### src/rtl/ps2_keycode_rx.sv
// PS/2 Set-2 keyboard receiver: synchronizes the pins, deframes 11-bit frames and
// translates the supported scancodes into a held 8-bit HID usage code.
module ps2_keycode_rx #(
    parameter int SYNC_STAGES    = 2,
    parameter int TIMEOUT_CYCLES = 50000
) (
    input  logic       clock,
    input  logic       reset,
    input  logic       ps2_clk,
    input  logic       ps2_data,
    output logic [7:0] keycode,
    output logic       key_event,
    output logic       frame_error
);

    localparam int STAGES = (SYNC_STAGES < 2) ? 2 : SYNC_STAGES;
    localparam int TW     = $clog2(TIMEOUT_CYCLES + 1);
    localparam logic [TW-1:0] TIMEOUT_LAST = TW'(TIMEOUT_CYCLES - 1);

    typedef enum logic [1:0] {
        IDLE   = 2'd0,
        DATA   = 2'd1,
        PARITY = 2'd2,
        STOP   = 2'd3
    } state_t;

    // Synchronizers reset to 1 (the idle line level) so reset release never fakes an edge
    logic [STAGES-1:0] clk_sync_reg;
    logic [STAGES-1:0] data_sync_reg;
    logic              clk_prev_reg;
    logic              sync_clk;
    logic              sync_data;
    logic              fall_edge;

    always_ff @(posedge clock) begin
        if (reset) begin
            clk_sync_reg  <= {STAGES{1'b1}};
            data_sync_reg <= {STAGES{1'b1}};
            clk_prev_reg  <= 1'b1;
        end else begin
            clk_sync_reg  <= {clk_sync_reg[STAGES-2:0], ps2_clk};
            data_sync_reg <= {data_sync_reg[STAGES-2:0], ps2_data};
            clk_prev_reg  <= clk_sync_reg[STAGES-1];
        end
    end

    assign sync_clk  = clk_sync_reg[STAGES-1];
    assign sync_data = data_sync_reg[STAGES-1];
    assign fall_edge = clk_prev_reg & ~sync_clk;

    state_t          state_reg, state_next;
    logic [2:0]      bitcnt_reg, bitcnt_next;
    logic [7:0]      shift_reg, shift_next;
    logic            parity_reg, parity_next;
    logic [TW-1:0]   timeout_reg, timeout_next;
    logic            brk_pend_reg, brk_pend_next;
    logic            ext_pend_reg, ext_pend_next;
    logic [7:0]      keycode_reg, keycode_next;
    logic            key_event_reg, key_event_next;
    logic            frame_error_reg, frame_error_next;

    logic [7:0]      hid_code;
    logic            hid_valid;
    logic            frame_good;

    // Translation keyed on the extended prefix so that a bare 75 stays unmapped
    always_comb begin
        hid_code  = 8'h00;
        hid_valid = 1'b1;
        case ({ext_pend_reg, shift_reg})
            9'h029:  hid_code = 8'h2C;
            9'h05A:  hid_code = 8'h28;
            9'h01D:  hid_code = 8'h1A;
            9'h01C:  hid_code = 8'h04;
            9'h01B:  hid_code = 8'h16;
            9'h023:  hid_code = 8'h07;
            9'h076:  hid_code = 8'h29;
            9'h175:  hid_code = 8'h52;
            9'h172:  hid_code = 8'h51;
            9'h16B:  hid_code = 8'h50;
            9'h174:  hid_code = 8'h4F;
            default: hid_valid = 1'b0;
        endcase
    end

    assign frame_good = sync_data & (^{shift_reg, parity_reg});

    always_comb begin
        state_next       = state_reg;
        bitcnt_next      = bitcnt_reg;
        shift_next       = shift_reg;
        parity_next      = parity_reg;
        timeout_next     = timeout_reg;
        brk_pend_next    = brk_pend_reg;
        ext_pend_next    = ext_pend_reg;
        keycode_next     = keycode_reg;
        frame_error_next = 1'b0;
        key_event_next   = 1'b0;

        if (state_reg == IDLE || fall_edge) begin
            timeout_next = '0;
        end else begin
            timeout_next = timeout_reg + TW'(1);
        end

        case (state_reg)
            IDLE: begin
                if (fall_edge) begin
                    if (!sync_data) begin
                        state_next  = DATA;
                        bitcnt_next = 3'd0;
                    end else begin
                        frame_error_next = 1'b1;
                    end
                end
            end
            DATA: begin
                if (fall_edge) begin
                    shift_next  = {sync_data, shift_reg[7:1]};
                    bitcnt_next = bitcnt_reg + 3'd1;
                    if (bitcnt_reg == 3'd7) begin
                        state_next = PARITY;
                    end
                end
            end
            PARITY: begin
                if (fall_edge) begin
                    parity_next = sync_data;
                    state_next  = STOP;
                end
            end
            STOP: begin
                if (fall_edge) begin
                    state_next  = IDLE;
                    bitcnt_next = 3'd0;
                    if (!frame_good) begin
                        frame_error_next = 1'b1;
                        brk_pend_next    = 1'b0;
                        ext_pend_next    = 1'b0;
                    end else if (shift_reg == 8'hE0) begin
                        ext_pend_next = 1'b1;
                    end else if (shift_reg == 8'hF0) begin
                        brk_pend_next = 1'b1;
                    end else begin
                        if (hid_valid) begin
                            if (!brk_pend_reg) begin
                                keycode_next = hid_code;
                            end else if (hid_code == keycode_reg) begin
                                keycode_next = 8'h00;
                            end
                        end
                        brk_pend_next = 1'b0;
                        ext_pend_next = 1'b0;
                    end
                end
            end
            default: state_next = IDLE;
        endcase

        // A stalled keyboard clock mid-frame abandons the frame and any pending prefix
        if (state_reg != IDLE && !fall_edge && timeout_reg == TIMEOUT_LAST) begin
            state_next       = IDLE;
            bitcnt_next      = 3'd0;
            timeout_next     = '0;
            frame_error_next = 1'b1;
            brk_pend_next    = 1'b0;
            ext_pend_next    = 1'b0;
        end

        key_event_next = (keycode_next != keycode_reg);
    end

    always_ff @(posedge clock) begin
        if (reset) begin
            state_reg       <= IDLE;
            bitcnt_reg      <= 3'd0;
            shift_reg       <= 8'h00;
            parity_reg      <= 1'b0;
            timeout_reg     <= '0;
            brk_pend_reg    <= 1'b0;
            ext_pend_reg    <= 1'b0;
            keycode_reg     <= 8'h00;
            key_event_reg   <= 1'b0;
            frame_error_reg <= 1'b0;
        end else begin
            state_reg       <= state_next;
            bitcnt_reg      <= bitcnt_next;
            shift_reg       <= shift_next;
            parity_reg      <= parity_next;
            timeout_reg     <= timeout_next;
            brk_pend_reg    <= brk_pend_next;
            ext_pend_reg    <= ext_pend_next;
            keycode_reg     <= keycode_next;
            key_event_reg   <= key_event_next;
            frame_error_reg <= frame_error_next;
        end
    end

    assign keycode     = keycode_reg;
    assign key_event   = key_event_reg;
    assign frame_error = frame_error_reg;

endmodule
### config.mk
export PLATFORM = sky130hd
export DESIGN_NAME = ps2_keycode_rx
export DESIGN_NICKNAME = d
export VERILOG_FILES = /design/src/rtl/ps2_keycode_rx.sv
export SDC_FILE = /design/constraint.sdc
export NUM_CORES = 1
export LEC_CHECK = 0
export CORE_ASPECT_RATIO = 0.7
export CORE_MARGIN = 5
export CORE_UTILIZATION = 50
export CTS_CLUSTER_SIZE = 12
export DETAILED_ROUTE_END_ITERATION = 16
export GPL_ROUTABILITY_DRIVEN = 0
export PLACE_DENSITY = 0.74
export SYNTH_ARGS = -nofsm -noshare
export SYNTH_HDL_FRONTEND = slang
export SYNTH_SLANG_ARGS = --single-unit
export TNS_END_PERCENT = 50
### constraint.sdc
create_clock -name clock -period 5.1 [get_ports clock]
set_input_delay 0.765 -clock clock [delete_from_list [all_inputs] [get_ports clock]]
set_output_delay 0.765 -clock clock [all_outputs]
set_load 0.02 [all_outputs]
==> results.md, run 1 <==
- Max Freq: 336 MHz
- Setup CP Type: flip-flop to flip-flop
- Worst hold slack: 0.416 ns
- Setup WS pre-CTS: 2.23 ns
- # resized after CTS: 0
- 1st-iter DRT viols: 250
- Number of port buffers: 13
- TritonCTS clock tree: built
- Die height: 70.5 µm
- Vias in the first global route: between 1.5k and 2k
- Total CTS buffers: 5
- Lkg Pwr: 0.927 nW
- Yosys warning total: 0
- Synthesized flop and latch total: 47
- Final Hold Fails: 0
- Core Rows: 22
- Hold Crit Class: flip-flop to flip-flop
- Unrepaired setup endpoints after global routing: false
- CP required: about 5.3 ns
- Final WL: 5.58 mm
- Reg-to-reg startpoint: shift_reg[2]
- Largest area contributor in the netlist: dfxtp_1
- Largest net degree at the start of global routing: 28
- GRT overflow: 0
- Slew margin rel.: 56.5%
- CP Capture Type: flip-flop
- Hold buffer count at cts: 0
- Synth top area cells: dfxtp_1, nor2_1, xnor2_1
- Final worst-path cycle share: 58.4%
- Die area: 0.00680 mm²
- Clk sinks: 47
- Post-CTS Setup Repair Bufs: 0
- Cell chain of the critical path: nor4bb_1, nand4_1, a32o_1, and2b_4, a221o_1, o41ai_2, and2_1, o32ai_2
- Most used DFF post-synth: dfxtp_1
- Yosys cell types: 62
- Nets: 322
- Via count: 2191
- IO Pins: 14
- Remaining DRCs: 0
- Fill cell count: 465
- Setup violations, final: 0
- Global-route wire length before repair: around 9.4 mm
- Count leader, synth: dfxtp_1
- Starting density of the core: 50.8%
- Max-cap violations: 0
- Net Count, Synth: roughly 320
- Worst-path clk slew: 0.09 ns
- Final Critical Period: 2.98 ns
- Max VDD drop: 0.000219 V
- Clk_lat worst skew: roughly 0.30 ns
- Worst Path Buf+Inv: 0
- Initial antenna violation count: 0
- WP data arrival: around 3.2 ns
- Die X: 96.5 µm
- Share of post-route cells with drive strength above 1: 10.6%
- Final Core Density: about 55%
- Pwr per Cell Area: 286 mW/mm²
- Drt wl/cell: 14.5 µm
- Final setup margin: 2.12 ns
- Critical Path Source: shift_reg[2]
- Antenna Cells: 0
- CP max-delay cell: dfxtp_1
- Area fraction of the dominant cell type after synthesis: 36.0%
- Area occupied by multi-input gates: 0.00149 mm²
- Cells after synthesis: 306
- Hold path start: data_sync_reg[0]
- H-tree Lvls: 2
- Worst Tran Pin Value: 0.646 ns
- Total area of sequential cells: around 940 µm²
- Sequential area share after synthesis: 36.0%
- Crit path max fanout: 13
- Cell Area, Synth: 0.00262 mm²
- Mean Syn Cell Area: 8.55 µm²
- Max Clock Skew: ~0.0062 ns
- Longest Clk Path Bufs: 2
- Vias per cell: 5.71
- Total GRT Usage: 17.3%
- Total core area: 0.00515 mm²
- Number of synthesized flops with an enable pin: 0
- Hpwl dp: between 3 and 4 mm
- Setup_tns: 0 ns
- Final Max Slew Viols: 0
- Synth top cells by count: dfxtp_1, nor2_1, nand2_1
- Reg2Reg Setup Slack: ~2.1 ns
- Ys async rst share: 0%
- Clk root buf: clkbuf_8
- Area Overhead vs Synth: 8.99%
- Worst path top cell family by delay: simple AND/OR/NAND/NOR gates
- Largest register FFs: 16
- Delay of the slowest cell on the worst path: a little over 0.6 ns
- ANT nets after route: 0
- Drt first pass iters: 5
- Critical Path Start Type: flip-flop
- Outcome: finished, final reports clean
==> final timing paths <==
check | end | cells past startpoint
hold / removal | data_sync_reg[1] | 1
setup reg to reg | keycode[3] | 8
hold reg to reg | data_sync_reg[1] | 1
setup / recovery | keycode[3] | 8
==> cell usage in the layout (no fill, tap or decap), types with 3 or more instances in the layout <==
cell type,n
dfxtp_1,47
nor2_1,36
nand2_1,24
a21oi_1,18
nand3_1,15
xnor2_1,13
clkdlybuf4s50_1,13
inv_1,12
nand2b_1,9
o21ai_0,9
or2_2,7
xor2_1,7
ha_1,7
nor3_1,6
o32ai_1,6
nand4_1,5
clkbuf_8,5
nor2b_1,4
and3_1,4
or3_1,4
nor4_1,3
o22ai_1,3
and2_1,3
and3b_1,3
nand3b_1,3
==> logic make-up after synthesis <==
kind of cell	share of synthesized area [%]
xor+xnor	7.56
flops	36.0
fa+ha+maj	3.35
compound gates	14.9
simple gates	30.5
buf+inv	6.93
mux	0.813
==> metal layers <==
layer	track usage, %	vias to the layer above	wire length (µm)
li1	-	1091	-
met1	27.7	1003	2820
met2	22.2	84	2240
met3	4.95	13	438
met4	4.20	0	80
met5	0	-	0
==> per-stage QoR <==
| stage | power (W) | std cells | area [µm²] |
|---|---|---|---|
| finish | 0.000816 | 384 | 2850 |
| global route | 0.000856 | 384 | 2850 |
| CTS | 0.000822 | 384 | 2850 |
| detailed placement | 0.000497 | 376 | 2720 |
| global placement | 0.000495 | 376 | 2720 |
| floorplan | 0.000476 | 306 | 2620 |
==> layout make-up <==
type	count	share of cell area, %
clock inverters	3	2.37
well taps	72	3.16
clock buffers	5	2.41
repair buffers	15	5.09
flip-flops and latches	47	33.0
inverters	12	1.58
multi-input cells	230	52.4
==> power by group <==
group	switching, W	internal [W]	total (W)
Clock	0.000131	0.000195	0.000326
Combinational	0.0000694	0.0000335	0.000103
Sequential	0.00000934	0.000377	0.000387
==> worst register-to-register path: cells and delay by family (launching register included) <==
| kind | cells | cell delay (ns) |
|---|---|---|
| simple gates | 4 | 1.30 |
| compound gates | 4 | 0.93 |
| flops | 1 | 0.61 |
(Power assumes the default switching activity.)
==> run 2, diff against run 1 <==
Settings changed: PLACE_DENSITY 0.74 to 0.77.
Clock period 5.1 ns to 2.4 ns, I/O delays scaled along.
==> results.md, run 2 (synthesis results as in run 1) <==
- Outcome: complete, but fails checks (was finished, final reports clean)
- Failing checks: negative setup slack
- Reg2Reg Setup Slack: -0.26 ns (was 2.12 ns)
- CP Capture Type: flip-flop (unchanged)
- GRT overflow: 0 (unchanged)
- Setup violations, final: 8 (was 0)
- DRT met1 WL: 2.96 mm (was 2.82 mm)
- Post-CTS Setup Repair Bufs: 0 (unchanged)
- Fill cell count: 471 (was 465)
- Via count: 2352 (was 2191)
- CP max-delay cell: or4b_4 (was dfxtp_1)
- Vias in the first global route: 2287 (was 1921)
- Number of port buffers: 13 (unchanged)
- Fin area: 0.00316 mm² (was 0.00285 mm²)
- Final WL: 6.18 mm (was 5.58 mm)
- Worst path top cell family by delay: simple AND/OR/NAND/NOR gates (unchanged)
- Clk_lat worst skew: 0.31 ns (was 0.30 ns)
- Worst Reg-to-Reg Cells: 8 (unchanged)
- Final Hold Fails: 0 (unchanged)
- Max VDD drop: 0.000307 V (was 0.000219 V)
- Longest Clk Path Bufs: 2 (unchanged)
- Area Overhead vs Synth: 20.7% (was 8.99%)
- Remaining DRCs: 0 (unchanged)
- Clk root buf: clkbuf_8 (unchanged)
- Placed Area: 0.00302 mm² (was 0.00272 mm²)
- TritonCTS clock tree: built (unchanged)
- Max Clock Skew: 0.00675 ns (was 0.00621 ns)
- Die height: 70.5 µm (unchanged)
- Pwr per Cell Area: 495 mW/mm² (was 286 mW/mm²)
- Worst Tran Pin Value: 0.458 ns (was 0.646 ns)
- Setup CP Type: flip-flop to flip-flop (unchanged)
- Vias per cell: 5.53 (was 5.71)
- Met3 wire len: 375 µm (was 438 µm)
- Final Max Slew Viols: 0 (unchanged)
- Total CTS buffers: 5 (unchanged)
- Nets: 363 (was 322)
- Fin cells: 425 (was 384)
- CP required: 2.60 ns (was 5.27 ns)
- Reg-to-reg startpoint: shift_reg[7] (was shift_reg[2])
- Die X: 96.5 µm (unchanged)
- Die area: 0.00680 mm² (unchanged)
- H-tree Lvls: 2 (unchanged)
- Total area of sequential cells: 945 µm² (was 941 µm²)
- Starting density of the core: 50.8% (unchanged)
- Max-cap violations: 0 (unchanged)
- Cell chain of the critical path: or4b_4, or4_4, nand2_4, and2b_4, a221o_1, o41ai_2, and2_4, o32ai_1 (was nor4bb_1, nand4_1, a32o_1, and2b_4, a221o_1, o41ai_2, and2_1, o32ai_2)
- Share of post-route cells with drive strength above 1: 23.5% (was 10.6%)
- Most frequent cells in the layout: dfxtp_1, buf_4, nor2_1 (was dfxtp_1, nor2_1, nand2_1)
- Critical R2R Capture: keycode[1] (was keycode[3])
- Total GRT Usage: 19.1% (was 17.3%)
- Final Critical Period: 2.66 ns (was 2.98 ns)
- Final worst-path cycle share: 111% (was 58.4%)
- Total core area: 0.00515 mm² (unchanged)
- Area occupied by multi-input gates: 0.00153 mm² (was 0.00149 mm²)
- Most common cell after layout, fill and taps aside: dfxtp_1 (unchanged)
- Clk sinks: 47 (unchanged)
- Slew margin rel.: 69.2% (was 56.5%)
- Metal2 WL: 2.72 mm (was 2.24 mm)
- Initial antenna violation count: 0 (unchanged)
- Unrepaired setup endpoints after global routing: true (was false)
- Worst Path Buf+Inv: 0 (unchanged)
- Hold buffer count at cts: 0 (unchanged)
- Hold Path Stages: 1 (unchanged)
- Worst-path clk slew: 0.09 ns (about the same)
- WP data arrival: 2.86 ns (was 3.15 ns)
- Final setup margin: -0.261 ns (was 2.12 ns)
- Antenna Cells: 0 (unchanged)
- Top sig layer: met4 (unchanged)
- Drt first pass iters: 4 (was 5)
- Hold Crit Class: flip-flop to flip-flop (unchanged)
- Hold path start: data_sync_reg[0] (unchanged)
- Crit path max fanout: 7 (was 13)
- Delay of the slowest cell on the worst path: 0.54 ns (was 0.61 ns)
- Lkg Pwr: 1.13 nW (was 0.927 nW)
- Hpwl dp: 4.64 mm (was 3.95 mm)
- Inst Count DP: 417 (was 376)
- Largest net degree at the start of global routing: 17 (was 28)
- Core Rows: 22 (unchanged)
- Drt wl/cell: 14.5 µm (about the same)
- Largest register FFs: 16 (unchanged)
- Critical Path Start Type: flip-flop (unchanged)
- Hold Path End: data_sync_reg[1] (unchanged)
- Global-route wire length before repair: 10.3 mm (was 9.38 mm)
- ANT nets after route: 0 (unchanged)
- Max Freq: 376 MHz (was 336 MHz)
- 1st-iter DRT viols: 176 (was 250)
- IO Pins: 14 (unchanged)
-- run 2: layer usage --
metal | up-vias | GRT usage (%)
met5 | - | 0
met4 | 0 | 7.47
met3 | 14 | 5.06
met2 | 63 | 27.7
met1 | 1097 | 27.0
li1 | 1178 | -
-- run 2: stage by stage --
step                      util [%]  hold WS (ns)  power [W]  setup slack [ns]  TNS [ns]
after detailed placement      58.7         0.399    0.00107            -0.329     -2.52
final                         61.4         0.417    0.00156            -0.261     -1.97
after global routing          61.4         0.434    0.00163            -0.347     -2.74
after floorplan                  -         0.389    0.00101            -0.258     -1.85
after CTS                     60.6         0.421    0.00156            -0.238     -1.81
after global placement        58.7         0.392    0.00106            -0.261     -2.03
-- run 2: cell type report --
cell class | count | share of cell area [%]
Inverter | 12 | 1.43
Sequential cell | 47 | 29.9
Clock inverter | 3 | 0.713
Multi-Input combinational cell | 230 | 48.6
Tap cell | 72 | 2.85
Clock buffer | 5 | 2.18
Timing Repair Buffer | 56 | 14.3
-- run 2: power breakdown --
group          switching, W  total (W)  internal (W)
clock              0.000293   0.000504      0.000211
sequential        0.0000173   0.000819      0.000802
combinational      0.000154   0.000239     0.0000846
total              0.000465    0.00156       0.00110
-- run 2: worst register-to-register path, cell delays in order (launching register included) --
cell and delay, ns:
dfxtp_1 0.32, or4b_4 0.54, or4_4 0.45, nand2_4 0.08
and2b_4 0.18, a221o_1 0.29, o41ai_2 0.33, and2_4 0.27
o32ai_1 0.09
-- run 2: worst max path at each step --
stage	slack (ns)	depth (start not counted)	start	to
5_1_grt	-0.35	9	shift_reg[0]	keycode[5]
6_report	-0.26	8	shift_reg[7]	keycode[1]
2_1_floorplan	-0.26	10	shift_reg[6]	keycode[3]
4_1_cts	-0.24	8	shift_reg[6]	keycode[1]
3_3_place_gp	-0.26	8	shift_reg[6]	key_event
3_5_place_dp	-0.33	8	shift_reg[6]	keycode[1]
-- run 2: repair_timing --
action / in CTS / in global routing
pin swaps: 1 / 5
endpoints found under the setup margin: 8 / 8
resized for setup: 3 / 8
==> patch: new RTL, config.mk and constraints of run 2 <==
Register the input `ps2_data` before use. The logic sees it one clock later.
--- a/src/rtl/ps2_keycode_rx.sv
+++ b/src/rtl/ps2_keycode_rx.sv
@@ -24,6 +24,12 @@
         STOP   = 2'd3
     } state_t;
 
+    logic ps2_data_q;
+
+    always_ff @(posedge clock) begin
+        ps2_data_q <= ps2_data;
+    end
+
     // Synchronizers reset to 1 (the idle line level) so reset release never fakes an edge
     logic [STAGES-1:0] clk_sync_reg;
     logic [STAGES-1:0] data_sync_reg;
@@ -39,7 +45,7 @@
             clk_prev_reg  <= 1'b1;
         end else begin
             clk_sync_reg  <= {clk_sync_reg[STAGES-2:0], ps2_clk};
-            data_sync_reg <= {data_sync_reg[STAGES-2:0], ps2_data};
+            data_sync_reg <= {data_sync_reg[STAGES-2:0], ps2_data_q};
             clk_prev_reg  <= clk_sync_reg[STAGES-1];
         end
     end
Behaviour: not the same (Yosys sat finds a counterexample within 4 cycles, from zero or initial values and one cycle with reset high).
==> patch against run 2 <==
The run still ends with negative setup slack left. Cell area grew 8.8%. Global-route usage grew 0.16 points. Setup slack gained 0.21 ns. Sequential cell count grew 1. Die area grew 2.0%. Routed wire length grew 9.7%. Area after synthesis grew 2.3%. Power shrank 3.6%. Critical path type unchanged. Highest routed layer unchanged.
==> patch: results (changes against run 2) <==
qor: global_routing.grt.met3_usage 3.99% [-1.1 points]
qor: outcome.violations_in_the_final_reports negative setup slack
qor: setup_path.reg2reg_path_depth 10 [+2]
qor: global_routing.met1_use_gr 26.3% [-0.68 points]
qor: power.leakagePower 1.28 nW [+14%]
qor: sta.headroom_to_the_max_slew_limit 66.6% [-2.5 points]
qor: placement.placedCellCount 416 [-0.24%]
qor: outcome.result_of_the_run complete, but fails checks
qor: setup_path.worst_path_fanout_max 5 [-2]
qor: layout.drive_above_1_share 27.7% [+4.2 points]
qor: synthesis.syn_inst 305 [-0.33%]
qor: global_routing.grt_max_degree 25 [+8]
qor: placement.place.detailed.hpwl 4.75 mm [+2.5%]
qor: sta.clock-skew-final 0.00542 ns [-0.00134 ns]
qor: detailed_routing.initialDrtViolationCount 174 [-1.1%]
qor: synthesis.synth.cells.most_frequent 48 x dfxtp_1, 27 x nand2_1, 26 x a21oi_1, 26 x nor2_1, 18 x nand3_1
qor: sta.hold_ws 0.413 ns [-0.00392 ns]
qor: detailed_routing.route.final.wire_length 6.78 mm [+9.7%]
qor: setup_path.cp_data_arrival_time 2.68 ns [-0.18 ns]
qor: sta.finalWorstSetupSlack -0.0472 ns [+0.214 ns]
qor: global_routing.met2_usage 30.1% [+2.5 points]
qor: detailed_routing.routed_via_density 5.62 [+1.6%]
qor: sta.setup_viols_final 8 [unchanged]
qor: detailed_routing.route.vias.total 2412 [+2.6%]
qor: power.total_switching_power 0.352 mW [-24%]
[patch: cell count changes after synthesis, sizes merged, moves of 4 or more]
cell / run 2 / this run
nand2b: 9 / 4
or4: 4 / 0
nor2: 36 / 26
xor2: 7 / 11
a21oi: 19 / 26
o32ai: 8 / 0
[patch: critical path: stages (launching register included)]
cell and delay, ns:
dfxtp_4 0.38, buf_6 0.12, and3b_1 0.15, o211ai_1 0.21, or4b_4 0.55, xnor2_4 0.23, nor4_4 0.06, a31oi_4 0.31
buf_4 0.17, o21ai_1 0.05, a21oi_1 0.15
[patch: power groups by stage]
stage	Sequential, mW	Clock (mW)	Combinational [mW]
after global routing	0.824	0.595	0.137
after CTS	0.823	0.563	0.125
final	0.822	0.560	0.125
after detailed placement	0.845	0	0.116
after global placement	0.844	0	0.112
after floorplan	0.841	0	0.0816
[patch: area by class of cell]
cell class	count	area, µm²	share of cell area [%]
flip-flops and latches	48	978	28.5
multi-input cells	230	1720	50.0
well taps	72	90.1	2.62
clock buffers	5	68.8	2.00
clock inverters	1	30.0	0.874
inverters	10	37.5	1.09
repair buffers	63	513	14.9
[patch: worst max-delay path by stage]
| stage | from | end | slack (ns) | depth (start not counted) |
|---|---|---|---|---|
| 6_report | shift_reg[1]$_SDFFE_PP0P_ | keycode[5]$_SDFF_PP0_ | -0.05 | 10 |
| 5_1_grt | shift_reg[1]$_SDFFE_PP0P_ | key_event$_SDFF_PP0_ | -0.15 | 9 |
| 4_1_cts | shift_reg[1]$_SDFFE_PP0P_ | keycode[5]$_SDFF_PP0_ | -0.009 | 10 |
| 3_5_place_dp | shift_reg[2]$_SDFFE_PP0P_ | key_event$_SDFF_PP0_ | -0.14 | 9 |
| 3_3_place_gp | shift_reg[1]$_SDFFE_PP0P_ | key_event$_SDFF_PP0_ | -0.07 | 9 |
| 2_1_floorplan | shift_reg[2]$_SDFFE_PP0P_ | key_event$_SDFF_PP0_ | 0.03 | 9 |
[patch: routing by layer]
metal,wire (µm),vias to the layer above
met2,3130,73
li1,-,1171
met1,3090,1149
met5,0,-
met4,161,0
met3,400,19
[patch: what timing repair did]
action / CTS / global route
setup buffers: 4 / 3
resized for setup: 23 / 12
setup endpoints to repair: 7 / 8
pin swaps: 7 / 3
[patch: cells by family after synthesis]
| logic type | share of synthesized area (%) |
|---|---|
| and+or+nand+nor | 30.4 |
| AOI/OAI and AO/OA | 14.0 |
| DFF | 35.9 |
| xor gates and xnor gates | 11.4 |
| buffers and inverters | 4.68 |
| adders and majority gates | 3.27 |
| muxes | 0.374 |
